## src/rtl/tsc_pkg.sv

```systemverilog
// ============================================================================
// Module : tsc_pkg
// Brief  : Shared lamp codes, phase encodings and lamp helper for the
//          intersection phase scheduler.
// Rev    : 1.0  initial release
// ============================================================================
`default_nettype none

package tsc_pkg;

    localparam logic [2:0] LAMP_RED = 3'b100;
    localparam logic [2:0] LAMP_YEL = 3'b110;
    localparam logic [2:0] LAMP_GRN = 3'b010;

    typedef enum logic [1:0] {
        PH_ALLRED = 2'b00,
        PH_GREEN  = 2'b01,
        PH_YELLOW = 2'b10
    } phase_t;

    // Lamp code shown by the owning approach in a given phase.
    function automatic logic [2:0] lamp_for(input phase_t ph);
        case (ph)
            PH_GREEN:  return LAMP_GRN;
            PH_YELLOW: return LAMP_YEL;
            default:   return LAMP_RED;
        endcase
    endfunction

endpackage

`default_nettype wire

```

## src/rtl/rr_arbiter.sv

```systemverilog
// ============================================================================
// Module : rr_arbiter
// Brief  : Combinational rotate-priority arbiter; search starts at ptr+1 and
//          wraps, so ptr itself has the lowest priority.
// Rev    : 1.0  initial release
// ============================================================================
`default_nettype none

module rr_arbiter #(
    parameter int N  = 4,
    parameter int IW = $clog2(N)
) (
    input  logic [N-1:0]  i_req,
    input  logic [IW-1:0] i_ptr,
    output logic [IW-1:0] o_gnt_idx,
    output logic          o_gnt_valid
);

    logic [IW:0] w_sum;

    // Walk from lowest to highest priority; the last hit is the winner.
    always_comb begin
        o_gnt_idx   = '0;
        o_gnt_valid = 1'b0;
        w_sum       = '0;
        for (int k = N; k >= 1; k--) begin
            w_sum = {1'b0, i_ptr} + (IW+1)'(k);
            if (w_sum >= (IW+1)'(N)) begin
                w_sum = w_sum - (IW+1)'(N);
            end
            if (i_req[w_sum[IW-1:0]]) begin
                o_gnt_idx   = w_sum[IW-1:0];
                o_gnt_valid = 1'b1;
            end
        end
    end

endmodule

`default_nettype wire

```

## src/rtl/intersection_phase_scheduler.sv

```systemverilog
// ============================================================================
// Module : intersection_phase_scheduler
// Brief  : Round-robin right-of-way scheduler with min/max green, yellow and
//          all-red clearance; drives registered {R,Y,G} lamp codes.
// Rev    : 1.0  initial release
// ============================================================================
`default_nettype none

module intersection_phase_scheduler #(
    parameter int N_APPR    = 4,
    parameter int TW        = 8,
    parameter int MIN_GREEN = 4,
    parameter int MAX_GREEN = 20,
    parameter int YELLOW    = 3,
    parameter int ALL_RED   = 2
) (
    input  logic                        clk,
    input  logic                        rst,
    input  logic                        i_tick,
    input  logic [N_APPR-1:0]           i_req,
    output logic [3*N_APPR-1:0]         o_rgb,
    output logic [$clog2(N_APPR)-1:0]   o_owner,
    output logic [1:0]                  o_phase,
    output logic                        o_served
);

    import tsc_pkg::*;

    localparam int IW = $clog2(N_APPR);
    localparam logic [TW-1:0] c_MIN_GREEN = TW'(MIN_GREEN);
    localparam logic [TW-1:0] c_MAX_GREEN = TW'(MAX_GREEN);
    localparam logic [TW-1:0] c_YELLOW    = TW'(YELLOW);
    localparam logic [TW-1:0] c_ALL_RED   = TW'(ALL_RED);

    phase_t              r_phase;
    phase_t              w_next_phase;
    logic [TW-1:0]       r_elapsed;
    logic [TW-1:0]       w_el_eff;
    logic [TW:0]         w_el_sum;
    logic [IW-1:0]       r_owner;
    logic [IW-1:0]       w_next_owner;
    logic [IW-1:0]       w_gnt_idx;
    logic                w_gnt_valid;
    logic [N_APPR-1:0]   w_owner_oh;
    logic                w_others;
    logic [3*N_APPR-1:0] r_rgb;
    logic [3*N_APPR-1:0] w_next_rgb;
    logic                r_served;

    // Elapsed including this clock's tick, so a coincident tick counts.
    assign w_el_sum   = {1'b0, r_elapsed} + {{TW{1'b0}}, i_tick};
    assign w_el_eff   = w_el_sum[TW] ? {TW{1'b1}} : w_el_sum[TW-1:0];
    assign w_owner_oh = {{(N_APPR-1){1'b0}}, 1'b1} << r_owner;
    assign w_others   = |(i_req & ~w_owner_oh);

    rr_arbiter #(
        .N  (N_APPR),
        .IW (IW)
    ) u_arb (
        .i_req       (i_req),
        .i_ptr       (r_owner),
        .o_gnt_idx   (w_gnt_idx),
        .o_gnt_valid (w_gnt_valid)
    );

    always_comb begin
        w_next_phase = r_phase;
        w_next_owner = r_owner;
        w_next_rgb   = {N_APPR{LAMP_RED}};
        case (r_phase)
            PH_ALLRED: begin
                if ((w_el_eff >= c_ALL_RED) && w_gnt_valid) begin
                    w_next_phase = PH_GREEN;
                    w_next_owner = w_gnt_idx;
                end
            end
            PH_GREEN: begin
                if ((w_el_eff >= c_MIN_GREEN) && w_others &&
                    (!i_req[r_owner] || (w_el_eff >= c_MAX_GREEN))) begin
                    w_next_phase = PH_YELLOW;
                end
            end
            PH_YELLOW: begin
                if (w_el_eff >= c_YELLOW) begin
                    w_next_phase = PH_ALLRED;
                end
            end
            default: begin
                w_next_phase = PH_ALLRED;
            end
        endcase
        for (int i = 0; i < N_APPR; i++) begin
            if (IW'(i) == w_next_owner) begin
                w_next_rgb[3*i +: 3] = lamp_for(w_next_phase);
            end
        end
    end

    always_ff @(posedge clk or posedge rst) begin
        if (rst) begin
            r_phase   <= PH_ALLRED;
            r_elapsed <= '0;
            r_owner   <= IW'(N_APPR - 1);
            r_rgb     <= {N_APPR{LAMP_RED}};
            r_served  <= 1'b0;
        end else begin
            r_phase   <= w_next_phase;
            r_elapsed <= (w_next_phase != r_phase) ? '0 : w_el_eff;
            r_owner   <= w_next_owner;
            r_rgb     <= w_next_rgb;
            r_served  <= (w_next_phase == PH_GREEN) && (r_phase != PH_GREEN);
        end
    end

    assign o_rgb    = r_rgb;
    assign o_owner  = r_owner;
    assign o_phase  = r_phase;
    assign o_served = r_served;

endmodule

`default_nettype wire

```

## config.mk

```make
export PLATFORM = sky130hd
export DESIGN_NAME = intersection_phase_scheduler
export DESIGN_NICKNAME = d
export VERILOG_FILES = /design/src/rtl/tsc_pkg.sv /design/src/rtl/rr_arbiter.sv /design/src/rtl/intersection_phase_scheduler.sv
export SDC_FILE = /design/constraint.sdc
export NUM_CORES = 1
export LEC_CHECK = 0
export BUFFER_PORTS_ARGS = -buffer_cell sky130_fd_sc_hd__buf_2
export CORE_ASPECT_RATIO = 0.8
export CORE_MARGIN = 4
export CORE_UTILIZATION = 50
export CTS_CLUSTER_DIAMETER = 100
export DETAILED_ROUTE_END_ITERATION = 10
export GPL_ROUTABILITY_DRIVEN = 0
export MAX_ROUTING_LAYER = met4
export PLACE_DENSITY = 0.72
export SLEW_MARGIN = 20
export SYNTH_ARGS = -nofsm -noshare
export SYNTH_HDL_FRONTEND = slang
export SYNTH_SLANG_ARGS = --single-unit
```

## constraint.sdc

```tcl
create_clock -name clk -period 8.1 [get_ports clk]
set_clock_uncertainty 0.1 [all_clocks]
set_input_delay 0.81 -clock clk [delete_from_list [all_inputs] [get_ports clk]]
set_output_delay 0.81 -clock clk [all_outputs]
set_load 0.01 [all_outputs]
```

==> results_dict.tcl, run 1 <==
set metrics [dict create \
    routed_wirelength_mm 2.94 \
    async_flop_share 1.00 \
    tritoncts.num_buffers 3 \
    route.detailed.drc 0 \
    synth.top_cell.area_share 0.264 \
    netlist_instances 145 \
    ys_top_cells_by_count "sky130_fd_sc_hd__dfrtp_1 (15), sky130_fd_sc_hd__nor2_1 (11), sky130_fd_sc_hd__a21oi_1 (10)" \
    port-buffer-count 19 \
    synth-edff-count 0 \
    top_level_ports 24 \
    netlist_area_um2 1420 \
    final-max-slew-violation-count 0 \
    top_usage_layer "met2" \
    timing.max_slew.rel_slack 0.480 \
    met3_routing_resource_usage_after_global_routing 0.0525 \
    critPathCaptureType "flip-flop" \
    die_area_um2 3760 \
    critPathMaxFanout 7 \
    drt-initial-drc-count 54 \
    arrival_worst_endpoint_ps 3180 \
    synth-simple-area-share 0.210 \
    floorplan.initialDensity 0.550 \
    die-width_um 67.6 \
    grt_pass1_vias 1081 \
    cts.repair.resized 0 \
    grt_pass1_wl_mm 4.97 \
    synthDominantAreaCellType "sky130_fd_sc_hd__dfrtp_1" \
    drv_cap 0 \
    synth_top_family_by_area "simple AND/OR/NAND/NOR gates" \
    share_of_the_clock_period_used_by_the_worst_path 0.376 \
    drive_above_1_share 0.233 \
    num_rows 16 \
    timing.final.hold_violations 0 \
    synth.distinct_cells 50 \
    grt_max_degree 22 \
    share_of_the_synthesized_area_in_compound_gates_ao_oa_aoi_oai 0.191 \
    route.vias.total 1146 \
    post_synth_xor_area_fraction 0.0185 \
    cts_post_setup_buffers_inserted 0 \
    multiInputGateArea_um2 786 \
    clock_latency_ps 310 \
    detailedPlacementHpwl_mm 2.14 \
    min_path_type "reg2reg" \
    cts_hold_repair.buffers 0 \
    syn_to_final_growth_pct 6.96 \
    r2r-end "o_rgb[2]$_DFF_PP1_" \
    gr_layer_usage_met2 0.245 \
    critical_path.startpoint_type "primary input" \
    finalSetupViolCount 0 \
    number_of_antenna_violations_at_the_first_check_in_global_routing 0 \
    post-synth-top-count-cell "sky130_fd_sc_hd__dfrtp_1" \
    clockRootBuffer "sky130_fd_sc_hd__clkbuf_4" \
    final.fill_count 227 \
    clk_pin_slew_worst_paths_ps 120 \
    crit_start "i_tick" \
    rsz_0062_raised_after_global_routing "no" \
    cp_data_required_time_ps 8230 \
    area.sequential_um2 533 \
    final_antenna_violating_net_count 0 \
    via_per_inst 5.88 \
    setup.reg_to_reg.worst_slack_ps 5220 \
    core-area_um2 2580 \
    run_status "completed" \
    fin_area_um2 1520 \
    ys_ff_latch 21 \
    grt.total_usage 0.175 \
    cts-root-to-sink-buffers 2 \
    worstSetupEndpoint "o_rgb[7]$_DFF_PP0_" \
    die_h_um 55.7 \
    ys_flop_type "sky130_fd_sc_hd__dfrtp_1" \
    synthesis_warnings 0 \
    wire_per_inst_um 15.1 \
    maxClockFrequency_ghz 0.328 \
    ys_seq_area_frac 0.375 \
    reg2reg_from "o_owner[0]$_DFF_PP1_" \
    post_dp_cell_area_um2 1490 \
    clock_period_minus_worst_slack_ps 3050 \
    antennaDiodeCount 0 \
    p_leak_uw 0.000695 \
    numClockSinks 21 \
    worst_slew_pin_tran_ps 780 \
    grt.met1_usage 0.237 \
    post_synth_fa_ha_maj_area_fraction 0.0617 \
    pwr_density_cell_nw_per_um2 370 \
    peak_supply_drop_v 0.000203 \
    gr-total-overflow 0 \
    cts_tree "built" \
    detailedRoute.firstPassIterationCount 5 \
    final.setup.tns_ps 0 \
    reg2reg_depth 9 \
    fin_nets 174 \
    yosys-mux-area-fraction 0.0617 \
    cells_taking_the_most_area_after_synthesis "sky130_fd_sc_hd__dfrtp_1 (26%), sky130_fd_sc_hd__dfstp_2 (11%), sky130_fd_sc_hd__ha_1 (6.2%)" \
    crit_type "in2reg" \
    cts.htree.levels 1 \
    syn-mean-instance-area_um2 9.79 \
]
-- where the power goes --
part	leakage [uW]	switching, uW	total, uW	internal [uW]
logic	0.000418	188	323	136
registers	0.000263	37.8	184	147
clock network	0.0000139	34.5	53.3	18.8
total	0.000695	260	561	301
-- critical path: stages --
cell and delay [ps]:
sky130_fd_sc_hd__buf_2 80, sky130_fd_sc_hd__ha_1 250, sky130_fd_sc_hd__ha_1 320, sky130_fd_sc_hd__and3_1 360, sky130_fd_sc_hd__o21ai_0 140, sky130_fd_sc_hd__a311oi_1 370, sky130_fd_sc_hd__nor2_1 80, sky130_fd_sc_hd__nor2_1 90
sky130_fd_sc_hd__o21ai_1 90, sky130_fd_sc_hd__ha_1 350, sky130_fd_sc_hd__nor3b_1 230
-- sequential cells by signal, indices dropped and copies added, names as in the netlist --
name       count
o_rgb          8
r_elapsed      8
o_owner        2
o_phase        2
o_served       1
-- cells in the final DEF (no fill, tap or decap), drive strengths merged, types with 4 or more instances in the layout --
cell   Yosys  layout
conb       1       4
nand3      6       6
dfstp      6       6
o21ai      6       6
nor2b      5       5
buf        7      19
nand2      6       6
a21oi     10      10
inv        8       8
dfrtp     15      15
nor2      11      11
ha         7       7
-- per-stage QoR --
stage,hold slack (ps),setup WS [ps],total power (uW),util,instances
3_5_place_dp,437,4790,509,0.577,191
3_3_place_gp,440,4850,496,0.577,191
6_report,454,5050,561,0.588,195
4_1_cts,457,5110,563,0.588,195
2_1_floorplan,439,5060,430,-,148
5_1_grt,500,4870,608,0.588,195
-- kinds of logic after synthesis --
group,Yosys count
AO/OA/AOI/OAI,36
AND/OR/NAND/NOR,52
XOR/XNOR,3
other,1
buffers and inverters,20
multiplexers,5
flip-flops,21
adder cells (fa/ha/maj),7
-- layout make-up --
type	count	share of cell area
Multi-Input combinational cell	107	0.517
Sequential cell	21	0.351
Timing Repair Buffer	19	0.0626
Tap cell	36	0.0297
Inverter	8	0.0198
Clock buffer	3	0.0148
Clock inverter	1	0.00494
-- routing by layer --
metal | vias to the layer above | share of wire
met5 | - | 0
met3 | 6 | 0.054
met4 | 0 | 0.014
li1 | 549 | -
met1 | 559 | 0.47
met2 | 32 | 0.46
-- worst min path at each step --
stage,startpoint,to,depth (start not counted)
floorplan,o_phase[0]$_DFF_PP0_,o_served$_DFF_PP0_,1
finish,o_phase[0]$_DFF_PP0_,o_served$_DFF_PP0_,1
detailed placement,o_phase[0]$_DFF_PP0_,o_served$_DFF_PP0_,1
global placement,o_phase[0]$_DFF_PP0_,o_served$_DFF_PP0_,1
CTS,o_phase[0]$_DFF_PP0_,o_served$_DFF_PP0_,1
global route,o_phase[0]$_DFF_PP0_,o_served$_DFF_PP0_,1
(Power assumes the default switching activity.)
==> run 2, diff against run 1 <==
ABC_AREA = 1   (was unset)
clock period = 2.87 ns   (was 8.1 ns; I/O delays follow)
==> run 2 against run 1 <==
Effect of this change:
- sequential power grew to 2.7 times the previous value
- synthesized cell count up 25%
- sequential share of layout area is 2.5 points lower
- critical path depth increased by 1
- area after synthesis rose by 4.1%
- first-iteration DRC count fell by 9.3%
- hold slack got worse by 390 ps
- combinational power grew to 3.2 times the previous value
- clock power increased to 3.6 times the previous value
- cell area grew 7.7%
- count of clock-buffer cells in the layout unchanged
- wire length down 6.7%
- largest power group unchanged
==> results_dict.tcl, run 2 <==
set metrics [dict create \
    number_of_antenna_violations_at_the_first_check_in_global_routing 0 \
    grt_pass1_wl_mm 4.60 \
    peak_supply_drop_v 0.000511 \
    synth.top_cell.area_share 0.254 \
    cts.htree.levels 1 \
    grt_pass1_vias 1038 \
    rsz_0062_raised_after_global_routing "no" \
    internal_power_uw 864 \
    min_path_type "in2async" \
    final_cell_count_no_fill 240 \
    tritoncts.num_buffers 3 \
    p_leak_uw 0.000859 \
    top_level_ports 24 \
    async_flop_share 1.00 \
    arrival_worst_endpoint_ps 2560 \
    reg2reg_depth 12 \
    die-width_um 68.8 \
    wl_met1_mm 1.41 \
    timing.final.hold_violations 0 \
    ys_flop_type "sky130_fd_sc_hd__dfrtp_1" \
    route.vias.total 1156 \
    grt.total_usage 0.157 \
    detailedPlacementHpwl_mm 2.26 \
    port-buffer-count 19 \
    numClockSinks 21 \
    antennaDiodeCount 0 \
    final.setup.tns_ps 0 \
    commonest_cells_after_routing_fill_and_taps_aside "sky130_fd_sc_hd__nand2_1 (40), sky130_fd_sc_hd__inv_1 (26), sky130_fd_sc_hd__buf_2 (19), sky130_fd_sc_hd__dfrtp_1 (15)" \
    critPathMaxFanout 7 \
    seq_power_share 0.285 \
    syn-mean-instance-area_um2 8.16 \
    die_area_um2 3890 \
    cts_hold_repair.buffers 0 \
    cts_post_setup_buffers_inserted 0 \
    setup.reg_to_reg.worst_slack_ps 390 \
    p_switching_uw 850 \
    detailedRoute.firstPassIterationCount 4 \
    synthesis_warnings 0 \
    most_common_cell_after_layout_fill_and_taps_aside "sky130_fd_sc_hd__nand2_1" \
    clock_period_minus_worst_slack_ps 2480 \
    clockRootBuffer "sky130_fd_sc_hd__clkbuf_8" \
    drv_cap 0 \
    via_per_inst 4.82 \
    clock_power_share 0.112 \
    route.met3.wl_um 151 \
    met2_wirelength_mm 1.18 \
    placedCellCount 236 \
    wire_per_inst_um 11.5 \
    netlist_area_um2 1480 \
    final.fill_count 241 \
    synth-edff-count 0 \
    share_of_the_clock_period_used_by_the_worst_path 0.864 \
    post-synth-top-count-cell "sky130_fd_sc_hd__nand2_1" \
    highest_signal_layer "met3" \
    timing.max_slew.rel_slack 0.481 \
    final_antenna_violating_net_count 0 \
    syn_to_final_growth_pct 10.8 \
    synthDominantAreaCellType "sky130_fd_sc_hd__dfrtp_1" \
    grt_max_degree 22 \
    ys_seq_area_frac 0.361 \
    critical_path.startpoint_type "flip-flop" \
    synth.distinct_cells 29 \
    cells_taking_the_most_area_after_synthesis "sky130_fd_sc_hd__dfrtp_1 (25%), sky130_fd_sc_hd__dfstp_2 (11%), sky130_fd_sc_hd__nand2_1 (10%)" \
    core-area_um2 2790 \
    r2r-end "o_rgb[4]$_DFF_PP0_" \
    drt-initial-drc-count 49 \
    p_sw_frac 0.496 \
    power_frac_comb 0.603 \
    ys_ff_latch 21 \
    reg2reg_from "r_elapsed[0]$_DFF_PP0_" \
    cts_tree "built" \
    finalSetupViolCount 0 \
    run_status "completed" \
    floorplan.initialDensity 0.530 \
    die_h_um 56.6 \
    netlist_instances 181 \
    ys_top_cells_by_count "sky130_fd_sc_hd__nand2_1 (40), sky130_fd_sc_hd__inv_1 (26), sky130_fd_sc_hd__dfrtp_1 (15)" \
    route.detailed.drc 0 \
    worst_slew_pin_tran_ps 778 \
    drive_above_1_share 0.347 \
    num_rows 17 \
    cts-root-to-sink-buffers 2 \
    critPathCaptureType "flip-flop" \
    crit_type "reg2reg" \
    gr-total-overflow 0 \
    routed_wirelength_mm 2.75 \
    clk_pin_slew_worst_paths_ps 80 \
    fin_nets 217 \
    clock_latency_ps 260 \
    maxClockFrequency_ghz 0.403 \
    cp_data_required_time_ps 2950 \
    final-max-slew-violation-count 0 \
    cts.repair.resized 0 \
    pwr_density_cell_nw_per_um2 1050 \
]
[run 2: cell types whose count changed after synthesis, moves of 3 or more]
cell	delta
sky130_fd_sc_hd__nor3_1	-3
sky130_fd_sc_hd__nand3_1	+7
sky130_fd_sc_hd__nor2_2	+13
sky130_fd_sc_hd__a21oi_1	-8
sky130_fd_sc_hd__nor2b_1	-5
sky130_fd_sc_hd__nand2_2	+5
sky130_fd_sc_hd__nand2_4	+6
sky130_fd_sc_hd__nand3_2	+4
sky130_fd_sc_hd__nor3b_1	-3
sky130_fd_sc_hd__nand2_1	+34
sky130_fd_sc_hd__inv_1	+18
sky130_fd_sc_hd__inv_2	+3
sky130_fd_sc_hd__clkbuf_1	-5
[run 2: worst max-delay path: stages, from the launching register on]
cell and delay [ps]:
sky130_fd_sc_hd__dfrtp_1 370, sky130_fd_sc_hd__ha_1 220, sky130_fd_sc_hd__ha_1 220, sky130_fd_sc_hd__nand2_2 120, sky130_fd_sc_hd__nor2_4 60, sky130_fd_sc_hd__nand2_4 110
sky130_fd_sc_hd__nand4_1 150, sky130_fd_sc_hd__nor2_2 170, sky130_fd_sc_hd__nand3_4 120, sky130_fd_sc_hd__nand2_4 110, sky130_fd_sc_hd__nand2_1 80, sky130_fd_sc_hd__ha_1 360
sky130_fd_sc_hd__nor3_2 210
[run 2: power by group through the flow]
stage               combinational, uW  sequential (uW)  clock, uW
CTS                              1030              489        202
detailed placement               1030              493          0
global route                     1160              501        215
floorplan                         809              498          0
finish                           1030              489        192
global placement                 1010              494          0
[run 2: logic make-up (layout without fill, tap and decap cells)]
family                   count (synthesis)  after routing  synth area share
other                                    1              4           0.00254
buffers and inverters                   34             52             0.102
flip-flops                              21             21             0.361
adder cells (fa/ha/maj)                  7              7            0.0593
AND/OR/NAND/NOR                        105            105             0.418
AO/OA/AOI/OAI                           13             13            0.0576
[run 2: metrics by stage]
stage	setup WS, ps	cell area [um2]	hold slack (ps)	utilization	total power, uW
final	391	1640	60.0	0.587	1710
after floorplan	615	1490	159	-	1310
after detailed placement	350	1590	375	0.571	1520
after CTS	386	1640	89.1	0.587	1720
after global routing	183	1640	147	0.587	1870
after global placement	491	1590	358	0.571	1500
[run 2: routing by layer]
| metal | track usage | up-vias |
|---|---|---|
| li1 | - | 601 |
| met1 | 0.238 | 521 |
| met2 | 0.223 | 34 |
| met3 | 0.0300 | 0 |
| met4 | 0.0167 | 0 |
| met5 | - | - |
[run 2: layout make-up]
class / count / area (um2) / area share
multi-input combinational: 129 / 806 / 0.492
inverter: 29 / 109 / 0.0665
sequential: 21 / 533 / 0.326
clock buffer: 3 / 41.3 / 0.0252
clock inverter: 1 / 5.00 / 0.00306
timing repair buffer: 19 / 95.1 / 0.0581
tap: 38 / 47.5 / 0.0291
[run 2: worst max-delay path by stage]
stage / from / endpoint / cells after the start
floorplan: r_elapsed[0]$_DFF_PP0_ / o_rgb[4]$_DFF_PP0_ / 12
global placement: i_tick / o_rgb[4]$_DFF_PP0_ / 13
detailed placement: i_tick / o_rgb[4]$_DFF_PP0_ / 13
CTS: r_elapsed[0]$_DFF_PP0_ / o_rgb[4]$_DFF_PP0_ / 12
global route: r_elapsed[0]$_DFF_PP0_ / o_rgb[4]$_DFF_PP0_ / 13
finish: r_elapsed[0]$_DFF_PP0_ / o_rgb[4]$_DFF_PP0_ / 12
==> run 3, diff against run 2 <==
CELL_PAD_IN_SITES_DETAIL_PLACEMENT = 1   (was unset)
CELL_PAD_IN_SITES_GLOBAL_PLACEMENT = 1   (was unset)
CORE_UTILIZATION = 35   (was 50)
PLACE_DENSITY = unset   (was 0.72)
PLACE_DENSITY_LB_ADDON = 0.1   (was unset)
==> run 3 against run 2 <==
Effect of this change:
- sequential share of layout area shrank 0.47 points
- register-to-register slack worse by 30 ps
- critical path depth did not move
- die area rose by 37%
- critical endpoint unchanged
- largest power group unchanged
==> results_dict.tcl, run 3 (synthesized netlist as in run 2, its figures left out) <==
set metrics [dict create \
    run_status "completed" \
    most_common_cell_after_layout_fill_and_taps_aside "sky130_fd_sc_hd__nand2_1" \
    cts_hold_repair.buffers 0 \
    r2r-end "o_rgb[4]$_DFF_PP0_" \
    detailedRoute.firstPassIterationCount 4 \
    worst_hold_slack_ps 66.0 \
    numClockSinks 21 \
    floorplan.initialDensity 0.376 \
    timing.max_slew.rel_slack 0.463 \
    route.detailed.drc 0 \
    report.power.total_uw 1750 \
    worstSetupEndpoint "o_rgb[4]$_DFF_PP0_" \
    share_of_the_clock_period_used_by_the_worst_path 0.874 \
    antennaDiodeCount 0 \
    commonest_cells_after_routing_fill_and_taps_aside "sky130_fd_sc_hd__nand2_1 (40), sky130_fd_sc_hd__inv_1 (26), sky130_fd_sc_hd__buf_2 (19), sky130_fd_sc_hd__dfrtp_1 (15)" \
    path_buf_inv 0 \
    tritoncts.num_buffers 3 \
    reg2reg_from "r_elapsed[0]$_DFF_PP0_" \
    peak_supply_drop_v 0.000461 \
    timing.final.hold_violations 0 \
    p_leak_uw 0.000855 \
    critPathMaxFanout 7 \
    grt_max_degree 22 \
    path_depth 12 \
    core-area_um2 3930 \
    cts.htree.levels 1 \
    arrival_worst_endpoint_ps 2600 \
    cpLargestDelayFamily "simple AND/OR/NAND/NOR gates" \
    longest_individual_stage_delay_on_the_worst_path_ps 370 \
    via_per_inst 4.62 \
    grt_pass1_wl_mm 6.00 \
    grt_pass1_vias 1274 \
    finalSetupViolCount 0 \
    maxClockFrequency_ghz 0.399 \
    final_antenna_violating_net_count 0 \
    port-buffer-count 19 \
    die_h_um 66.1 \
    worst_slew_pin_tran_ps 805 \
    crit_start "r_elapsed[0]$_DFF_PP0_" \
    die-width_um 80.6 \
    crit_type "reg2reg" \
    drt-initial-drc-count 47 \
    critPathCaptureType "flip-flop" \
    fin_nets 217 \
    syn_to_final_growth_pct 12.4 \
    setup.reg_to_reg.worst_slack_ps 360 \
    top_level_ports 24 \
    cp_data_required_time_ps 2960 \
    fin_area_um2 1660 \
    post_dp_cell_area_um2 1610 \
    critical_path.startpoint_type "flip-flop" \
    final.setup.tns_ps 0 \
    final-max-slew-violation-count 0 \
    cp_cell_sequence "ha_1 -> ha_1 -> nand2_2 -> nor2_4 -> nand2_4 -> nand4_1 -> nor2_2 -> nand3_4 -> nand2_4 -> nand2_1 -> ha_1 -> nor3_2" \
    clockRootBuffer "sky130_fd_sc_hd__clkbuf_8" \
    critical_path.slowest_cell "sky130_fd_sc_hd__dfrtp_1" \
    drive_above_1_share 0.347 \
    num_rows 20 \
    clk_pin_slew_worst_paths_ps 80 \
    cts_tree "built" \
    number_of_antenna_violations_at_the_first_check_in_global_routing 0 \
    cts_post_setup_buffers_inserted 0 \
    drv_cap 0 \
    clock_period_minus_worst_slack_ps 2510 \
    gr-total-overflow 0 \
    die_area_um2 5330 \
    cts-root-to-sink-buffers 2 \
    reg2reg_depth 12 \
    route.vias.total 1188 \
    grt.total_usage 0.150 \
    routed_wirelength_mm 3.41 \
    rsz_0062_raised_after_global_routing "no" \
    detailedPlacementHpwl_mm 2.83 \
    cts.repair.resized 0 \
    clock_latency_ps 270 \
    min_path_type "in2async" \
    cp_common_cell "sky130_fd_sc_hd__ha_1" \
    pwr_density_cell_nw_per_um2 1050 \
    wire_per_inst_um 13.3 \
]
==> run 3: cell count changes in the layout (fill, tap and decap cells not counted) <==
cell,change
sky130_fd_sc_hd__clkinv_2,-1
sky130_fd_sc_hd__clkinvlp_4,+1
==> run 3: worst register-to-register path, stage by stage (launching register included) <==
cell and delay [ps]:
sky130_fd_sc_hd__dfrtp_1 370, sky130_fd_sc_hd__ha_1 230, sky130_fd_sc_hd__ha_1 220, sky130_fd_sc_hd__nand2_2 120, sky130_fd_sc_hd__nor2_4 60, sky130_fd_sc_hd__nand2_4 120
sky130_fd_sc_hd__nand4_1 170, sky130_fd_sc_hd__nor2_2 180, sky130_fd_sc_hd__nand3_4 130, sky130_fd_sc_hd__nand2_4 110, sky130_fd_sc_hd__nand2_1 80, sky130_fd_sc_hd__ha_1 360
sky130_fd_sc_hd__nor3_2 190
==> run 3: worst min path at each step <==
stage | endpoint | from | slack, ps
2_1_floorplan | o_phase[0]$_DFF_PP0_ | rst | 160
6_report | o_served$_DFF_PP0_ | rst | 70
4_1_cts | o_phase[0]$_DFF_PP0_ | rst | 100
3_3_place_gp | o_served$_DFF_PP0_ | rst | 370
3_5_place_dp | o_phase[0]$_DFF_PP0_ | rst | 400
5_1_grt | o_served$_DFF_PP0_ | rst | 130
==> run 3: per-layer routing <==
metal	GRT usage	routed length, um	part of all wire
met1	0.190	1620	0.48
met2	0.247	1660	0.49
met3	0.0327	91	0.027
met4	0.0316	33	0.0097
met5	-	0	0
==> run 3: layout make-up <==
class,instances,area (um2)
clock buffer,3,41.3
sequential,21,533
fill,506,2270
tap,55,68.8
clock inverter,1,7.51
inverter,29,109
timing repair buffer,19,95.1
multi-input combinational,129,806
==> run 3: power breakdown <==
group	switching [uW]	leakage (uW)	internal, uW
Clock	104	0.0000217	98.2
Sequential	82.4	0.000263	408
Combinational	697	0.000570	361
==> run 3: through the flow <==
stage / setup WS, ps / utilization / instances
detailed placement: 331 / 0.410 / 253
finish: 361 / 0.423 / 257
global placement: 465 / 0.410 / 253
CTS: 331 / 0.423 / 257
global route: 188 / 0.423 / 257
floorplan: 615 / - / 184
